**src/rtl/symbol_serializer.sv**
```systemverilog
// Serializes encoded line symbols onto a single bit stream, one symbol per SYMBOL_W cycles,
// inserting IDLE_SYMBOL whenever no data symbol is waiting at a symbol boundary.
module symbol_serializer #(
  parameter int                    SYMBOL_W    = 10,
  parameter bit                    MSB_FIRST   = 1'b1,
  parameter logic [SYMBOL_W-1:0]   IDLE_SYMBOL = 10'b0011111010
) (
  input  logic                clk_i,
  input  logic                rst_i,
  input  logic                en_i,
  input  logic [SYMBOL_W-1:0] symbol_i,
  input  logic                valid_i,
  output logic                ready_o,
  output logic                serial_o,
  output logic                symbol_start_o,
  output logic                underrun_o,
  output logic [15:0]         underrun_count_o
);

  localparam int              CNT_W = (SYMBOL_W > 1) ? $clog2(SYMBOL_W) : 1;
  localparam logic [CNT_W-1:0] LAST = CNT_W'(SYMBOL_W - 1);

  typedef enum logic {S_IDLE, S_RUN} state_t;

  state_t              state_q, state_d;
  logic [SYMBOL_W-1:0] hold_q, hold_d;
  logic                hold_valid_q, hold_valid_d;
  logic [SYMBOL_W-1:0] shift_q, shift_d;
  logic [CNT_W-1:0]    cnt_q, cnt_d;
  logic                underrun_q, underrun_d;
  logic [15:0]         count_q, count_d;

  logic at_last;
  logic load_now;
  logic transfer;

  // load_now is built from registered state and en_i only, so ready_o never sees valid_i.
  assign at_last  = (cnt_q == LAST);
  assign load_now = en_i && ((state_q == S_IDLE) || at_last);
  assign transfer = valid_i && ready_o;

  // NOTE: every flop uses <= so all registers update together from pre-edge values.
  always_ff @(posedge clk_i) begin
    if (rst_i) state_q <= S_IDLE;
    else       state_q <= state_d;
  end

  // NOTE: state_d gets a default first so no path through the case leaves it unassigned (no latch).
  always_comb begin
    state_d = state_q;
    case (state_q)
      S_IDLE:  if (en_i)              state_d = S_RUN;
      S_RUN:   if (at_last && !en_i)  state_d = S_IDLE;
      default:                        state_d = S_IDLE;
    endcase
  end

  always_comb begin
    shift_d      = shift_q;
    cnt_d        = cnt_q;
    hold_d       = hold_q;
    hold_valid_d = hold_valid_q;
    underrun_d   = 1'b0;
    count_d      = count_q;

    if (load_now) begin
      cnt_d = '0;
      if (hold_valid_q) begin
        shift_d      = hold_q;
        hold_valid_d = 1'b0;
      end else begin
        shift_d    = IDLE_SYMBOL;
        underrun_d = 1'b1;
        if (count_q != 16'hFFFF) count_d = count_q + 16'd1;
      end
    end else if (state_q == S_RUN && !at_last) begin
      shift_d = MSB_FIRST ? {shift_q[SYMBOL_W-2:0], 1'b0} : {1'b0, shift_q[SYMBOL_W-1:1]};
      cnt_d   = cnt_q + CNT_W'(1);
    end

    // A transfer on a load edge refills the buffer after the old contents left.
    if (transfer) begin
      hold_d       = symbol_i;
      hold_valid_d = 1'b1;
    end
  end

  // NOTE: the hold buffer is a single register, so it is cleared on reset along with the rest.
  always_ff @(posedge clk_i) begin
    if (rst_i) begin
      hold_q       <= '0;
      hold_valid_q <= 1'b0;
      shift_q      <= '0;
      cnt_q        <= '0;
      underrun_q   <= 1'b0;
      count_q      <= '0;
    end else begin
      hold_q       <= hold_d;
      hold_valid_q <= hold_valid_d;
      shift_q      <= shift_d;
      cnt_q        <= cnt_d;
      underrun_q   <= underrun_d;
      count_q      <= count_d;
    end
  end

  always_comb begin
    ready_o        = !hold_valid_q || load_now;
    serial_o       = 1'b0;
    symbol_start_o = 1'b0;
    if (state_q == S_RUN) begin
      serial_o       = MSB_FIRST ? shift_q[SYMBOL_W-1] : shift_q[0];
      symbol_start_o = (cnt_q == '0);
    end
  end

  assign underrun_o       = underrun_q;
  assign underrun_count_o = count_q;

endmodule
```
**config.mk**
```make
export PLATFORM = sky130hd
export DESIGN_NAME = symbol_serializer
export DESIGN_NICKNAME = d
export VERILOG_FILES = /design/src/rtl/symbol_serializer.sv
export SDC_FILE = /design/constraint.sdc
export NUM_CORES = 1
export LEC_CHECK = 0
export ABC_AREA = 1
export CELL_PAD_IN_SITES_DETAIL_PLACEMENT = 1
export CELL_PAD_IN_SITES_GLOBAL_PLACEMENT = 2
export CORE_MARGIN = 3
export CORE_UTILIZATION = 32
export CTS_CLUSTER_DIAMETER = 30
export CTS_CLUSTER_SIZE = 25
export DETAILED_ROUTE_END_ITERATION = 16
export PLACE_DENSITY_LB_ADDON = 0.3
export SYNTH_ARGS = -nofsm -noshare
export SYNTH_HDL_FRONTEND = slang
export SYNTH_SLANG_ARGS = --single-unit
```
**constraint.sdc**
```tcl
create_clock -name clk_i -period 2.67 [get_ports clk_i]
set_input_delay 0.534 -clock clk_i [delete_from_list [all_inputs] [get_ports clk_i]]
set_output_delay 0.534 -clock clk_i [all_outputs]
set_load 0.1 [all_outputs]
```
# [Yosys cells after proc, flatten, opt, wreduce, memory -nomap -nowiden]
# Index checks and enable logic that the tools add are counted.
[classes] muxes=11 shift=0 n_reduce_logical=15 n_eq_ne=2 addsub=2 n_mul=0 bitwise=3 n_lt_le_gt_ge=0 n_div=0
[ops] op="2-to-1 mux 10 bit" count=3
[ops] op="adder 16 x 1 -> 16 bit (second input constant)" count=1
[ops] op="!= test 16 bit (second input constant)" count=1
[ops] op="2-to-1 mux 1 bit" count=7
[ops] op="adder 4 x 1 -> 4 bit (second input constant)" count=1
[ops] op="equality test 4 bit (second input constant)" count=1
[ops] op="logical AND 1 bit" count=4
[ops] op="zero test 4 bit" count=1
[ops] op="nonzero test 2 bit" count=2
[ops] op="OR reduction 2 bit" count=2
[ops] op="zero test 1 bit" count=3
[ops] op="inverter 1 bit" count=3
[ops] op="AND reduction 3 bit" count=1
[ops] op="logical OR 1 bit" count=2
[ops] op="case mux 1 bit (2 select lines)" count=1
[totals] latch_bits=0 wordCells=40 register_bits=43 romBits=0 memories=0 ram_bits=0 input_bits=14

# [Longest topological paths before layout]
[logic_depth] word_depth=6 mapped_depth=11

# [Worst setup path after synthesis]
# Ideal clock, no wire load.
[synth_path] path_type="reg2out" start="register cnt_q[0]" end="output symbol_start_o" t_arrival_ps=1833 setup_slack_ps=303 stages_incl_launch_ff=5 cell_sequence="dfxtp_1 -> inv_1 -> ha_1 -> nand2_1 -> nor2_1"
[synth_via] elab_chain_cells=2
[synth_rtl] element="from (decl)" line_no="29" text="logic [CNT_W-1:0] cnt_q, cnt_d;"
[synth_rtl] element="from (signal assigned)" line_no="101" text="cnt_q <= cnt_d;"
[synth_rtl] element="zero test 4 bit" line_no="113" text="symbol_start_o = (cnt_q == '0);"
[synth_rtl] element="2-to-1 mux 1 bit" line_no="111" text="if (state_q == S_RUN) begin"
[synth_rtl] element="to (decl)" line_no="15" text="output logic symbol_start_o,"
# No other way between the ends.

# [Final worst setup path]
[layout_path] start="register cnt_q[1]" end="output ready_o"
[layout_via] elab_chain_cells=4
[layout_rtl] element="equality test 4 bit" line_no="38" text="assign at_last = (cnt_q == LAST);"
[layout_rtl] element="logical OR 1 bit" line_no="39" text="assign load_now = en_i && ((state_q == S_IDLE) || at_last);"
[layout_rtl] element="logical AND 1 bit" line_no="39"
[layout_rtl] element="logical OR 1 bit" line_no="108" text="ready_o = !hold_valid_q || load_now;"
[layout_rtl] element="to (decl)" line_no="13" text="output logic ready_o,"
# No other way between the ends.

==> qor.json <==
{
  "worst_setup_path": {
    "crit_end_category": "primary output",
    "top_cell_family_by_delay_on_the_critical_path": "simple AND/OR/NAND/NOR gates",
    "crit_path_max_incr_delay_ns": 0.39,
    "crit_required_ns": 2.14,
    "path_max_fanout": 9,
    "reg2reg_setup_slack_ns": 0.72,
    "cp_slowest_cell": "sky130_fd_sc_hd__dfxtp_1",
    "startpoint_type_of_the_worst_setup_path": "register",
    "worst-path-buf-inv": 2,
    "worstPathCellList": "inv_1 > ha_1 > nand3_1 > nand2_1 > nand2_2 > nand2_2 > buf_12",
    "arrival_ns": 1.69,
    "most_used_cell_along_the_critical_path": "sky130_fd_sc_hd__nand2_2",
    "timing_worst_setup_path_type": "register to primary output"
  },
  "global_routing": {
    "overflow": 0,
    "routing_layer_with_the_top_usage_in_global_route": "met2",
    "global_route_wire_length_before_repair_um": 8830,
    "grt_use_met3_pct": 2.79,
    "number_of_antenna_violations_at_the_first_check_in_global_routing": 0,
    "number_of_global_route_vias_before_repair": 1891,
    "grt_max_degree": 26,
    "grt.total_usage_pct": 14.3,
    "grtUsageMet1_pct": 20.5,
    "gr-usage-met2_pct": 21.5
  },
  "finish": {
    "num_antenna_cells": 0,
    "final_nets": 363,
    "post_route_cells_drive_above_1_share_pct": 17.3,
    "final_cells": 423,
    "syn_to_final_growth_pct": 20.4
  },
  "synthesis": {
    "synth_top_cell_by_area": "sky130_fd_sc_hd__dfxtp_1",
    "yosys_warnings": 0,
    "synthesis.instances": 312,
    "post_synth_main_area_contributors": "sky130_fd_sc_hd__dfxtp_1 (39%), sky130_fd_sc_hd__nand2_1 (14%), sky130_fd_sc_hd__nor2_1 (8.4%), sky130_fd_sc_hd__inv_1 (5.0%), sky130_fd_sc_hd__o21ai_0 (4.3%)",
    "synth.most_common_cell": "sky130_fd_sc_hd__nand2_1",
    "synthTopCellsByCount": "sky130_fd_sc_hd__nand2_1 (83), sky130_fd_sc_hd__nor2_1 (49), sky130_fd_sc_hd__dfxtp_1 (43)",
    "syn-mean-instance-area_um2": 7.02,
    "net_count_synth": 330,
    "synth_area_um2": 2190,
    "synth-seq-area-share_pct": 39.3,
    "synth.lib_cells_used.distinct": 31,
    "postSynth.asyncResetShare_pct": 0,
    "synth_top_flop_cell": "sky130_fd_sc_hd__dfxtp_1",
    "ys_ff_latch": 43,
    "yosysTopAreaCellShare_pct": 39.3,
    "synth-edff-count": 0
  },
  "floorplanning": {
    "floorplan.initialDensity_pct": 33.7,
    "core_um2": 6490,
    "chipWidth_um": 88.7,
    "ios": 34,
    "dieArea_um2": 7880,
    "die_y_um": 88.7,
    "placementRows": 29
  },
  "cts": {
    "clk-insertion-delay-late_ns": 0.29,
    "clock_tree.htree_level_count": 2,
    "numCtsBuffers": 5,
    "cts_post_setup_buffers_inserted": 0,
    "clock_sink_count": 43,
    "ctsRootBufferMaster": "sky130_fd_sc_hd__clkbuf_8",
    "cts_tree": "built",
    "holdBufCountCts": 0,
    "cts_buffer_depth": 2,
    "path_clk_slew_ns": 0.09,
    "cts.repair.resized": 0
  },
  "detailed_routing": {
    "ant_nets": 0,
    "drt_first_pass_iters": 4,
    "dr_total_vias": 1975,
    "detail_route.wl_per_cell_um": 12.4,
    "postRouteWirelength_um": 5250,
    "initialDrtViolationCount": 43,
    "drc": 0,
    "post_drt_via_cell_ratio": 4.67
  },
  "timing": {
    "setup_total_negative_slack_ns": 0,
    "post-route-worst-setup-slack_ns": 0.449,
    "finalHoldWorstSlack_ns": 0.471,
    "timing.clock.skew_ns": 0.00471,
    "fin_crit_sh_pct": 83.2,
    "maxSlewHeadroom_pct": 51.7,
    "setup_viol": 0,
    "period_minus_ws_final_ns": 2.22,
    "hold_viol_final": 0,
    "grt_setup_unrepaired": "false",
    "timing.final.max_slew_violations": 0,
    "highest_attainable_clock_frequency_ghz": 0.450,
    "tightestPinTransition_ns": 0.724
  },
  "placement": {
    "post-dp-hpwl_um": 3880,
    "gp_congestion": 0.758,
    "numPlacedInstances": 415,
    "dp_worst_setup_slack_ns": 0.525,
    "port-buffer-count": 33
  },
  "flow_run": {
    "number_of_maximum_capacitance_constraint_violations": 0
  },
  "pwr": {
    "power.leakage_nw": 1.16,
    "ir_worst_vdd_uv": 354,
    "finalPower_mw": 1.42,
    "p_per_area_nw_per_um2": 540
  },
  "outcome": {
    "status": "finished clean"
  },
  "min_path": {
    "hp-class": "register to register"
  }
}
-- per-layer routing --
| metal | share of wire (%) | vias to the layer above |
|---|---|---|
| li1 | - | 1042 |
| met1 | 53 | 902 |
| met2 | 43 | 26 |
| met3 | 2.7 | 5 |
| met4 | 1.0 | 0 |
| met5 | 0 | - |
-- worst register-to-register path: stages (launching register included) --
cell and delay (ns):
sky130_fd_sc_hd__dfxtp_1 0.39, sky130_fd_sc_hd__inv_1 0.08, sky130_fd_sc_hd__ha_1 0.18, sky130_fd_sc_hd__nand3_1 0.07
sky130_fd_sc_hd__nand2_1 0.15, sky130_fd_sc_hd__nand2_2 0.22, sky130_fd_sc_hd__nand2_2 0.13, sky130_fd_sc_hd__nand2_1 0.29
sky130_fd_sc_hd__inv_2 0.17, sky130_fd_sc_hd__nor2_1 0.13, sky130_fd_sc_hd__nor2_1 0.05
-- flip-flops by register name, summed over array words and instances, names as in the netlist --
signal,flops
shift_q,10
hold_q,10
cnt_q,4
hold_valid_q,1
state_q,1
underrun_o,1
underrun_count_o,16
-- power breakdown --
group          leakage (nW)  total, mW  switching (mW)  internal [mW]
combinational         0.748      0.196           0.133         0.0621
sequential            0.352      0.689          0.0188          0.670
clock                0.0612      0.538           0.235          0.303
total                  1.16       1.42           0.388           1.04
-- cell usage in the layout, fill, tap and decap left out, drive strengths merged, types with 6 or more instances in the layout --
master         instances
buf                   22
a21oi                 19
clkbuf                 6
o21ai                 21
nand3                 18
inv                   33
nand2                 92
dfxtp                 43
clkdlybuf4s50         13
nor2                  55
-- layout make-up --
type | count | area (um^2)
fill | 839 | 3860
multi-input combinational | 225 | 1120
sequential | 43 | 861
timing repair buffer | 35 | 308
inverter | 35 | 133
tap | 77 | 96.3
clock buffer | 6 | 82.6
clock inverter | 2 | 35.0
-- kinds of logic (layout without fill, tap and decap cells) --
group	after synthesis	count (layout)	synth area share (%)
compound gates	42	42	10.9
simple gates	174	174	36.0
fa+ha+maj	4	4	2.28
xor+xnor	5	5	2.00
buf+inv	44	78	9.48
flops	43	43	39.3
-- metrics by stage --
stage | utilization [%] | area (um^2)
final | 40.6 | 2640
after global routing | 40.6 | 2640
after CTS | 40.6 | 2640
after detailed placement | 38.8 | 2520
after global placement | 38.8 | 2520
after floorplan | - | 2190
-- worst paths after layout --
path,start,endpoint,cells past startpoint
min reg2reg,shift_q[0],shift_q[0],2
max,cnt_q[1],ready_o,7
max reg2reg,cnt_q[1],hold_q[7],10
min,shift_q[0],shift_q[0],2
Power figures use the tool's default switching activity.
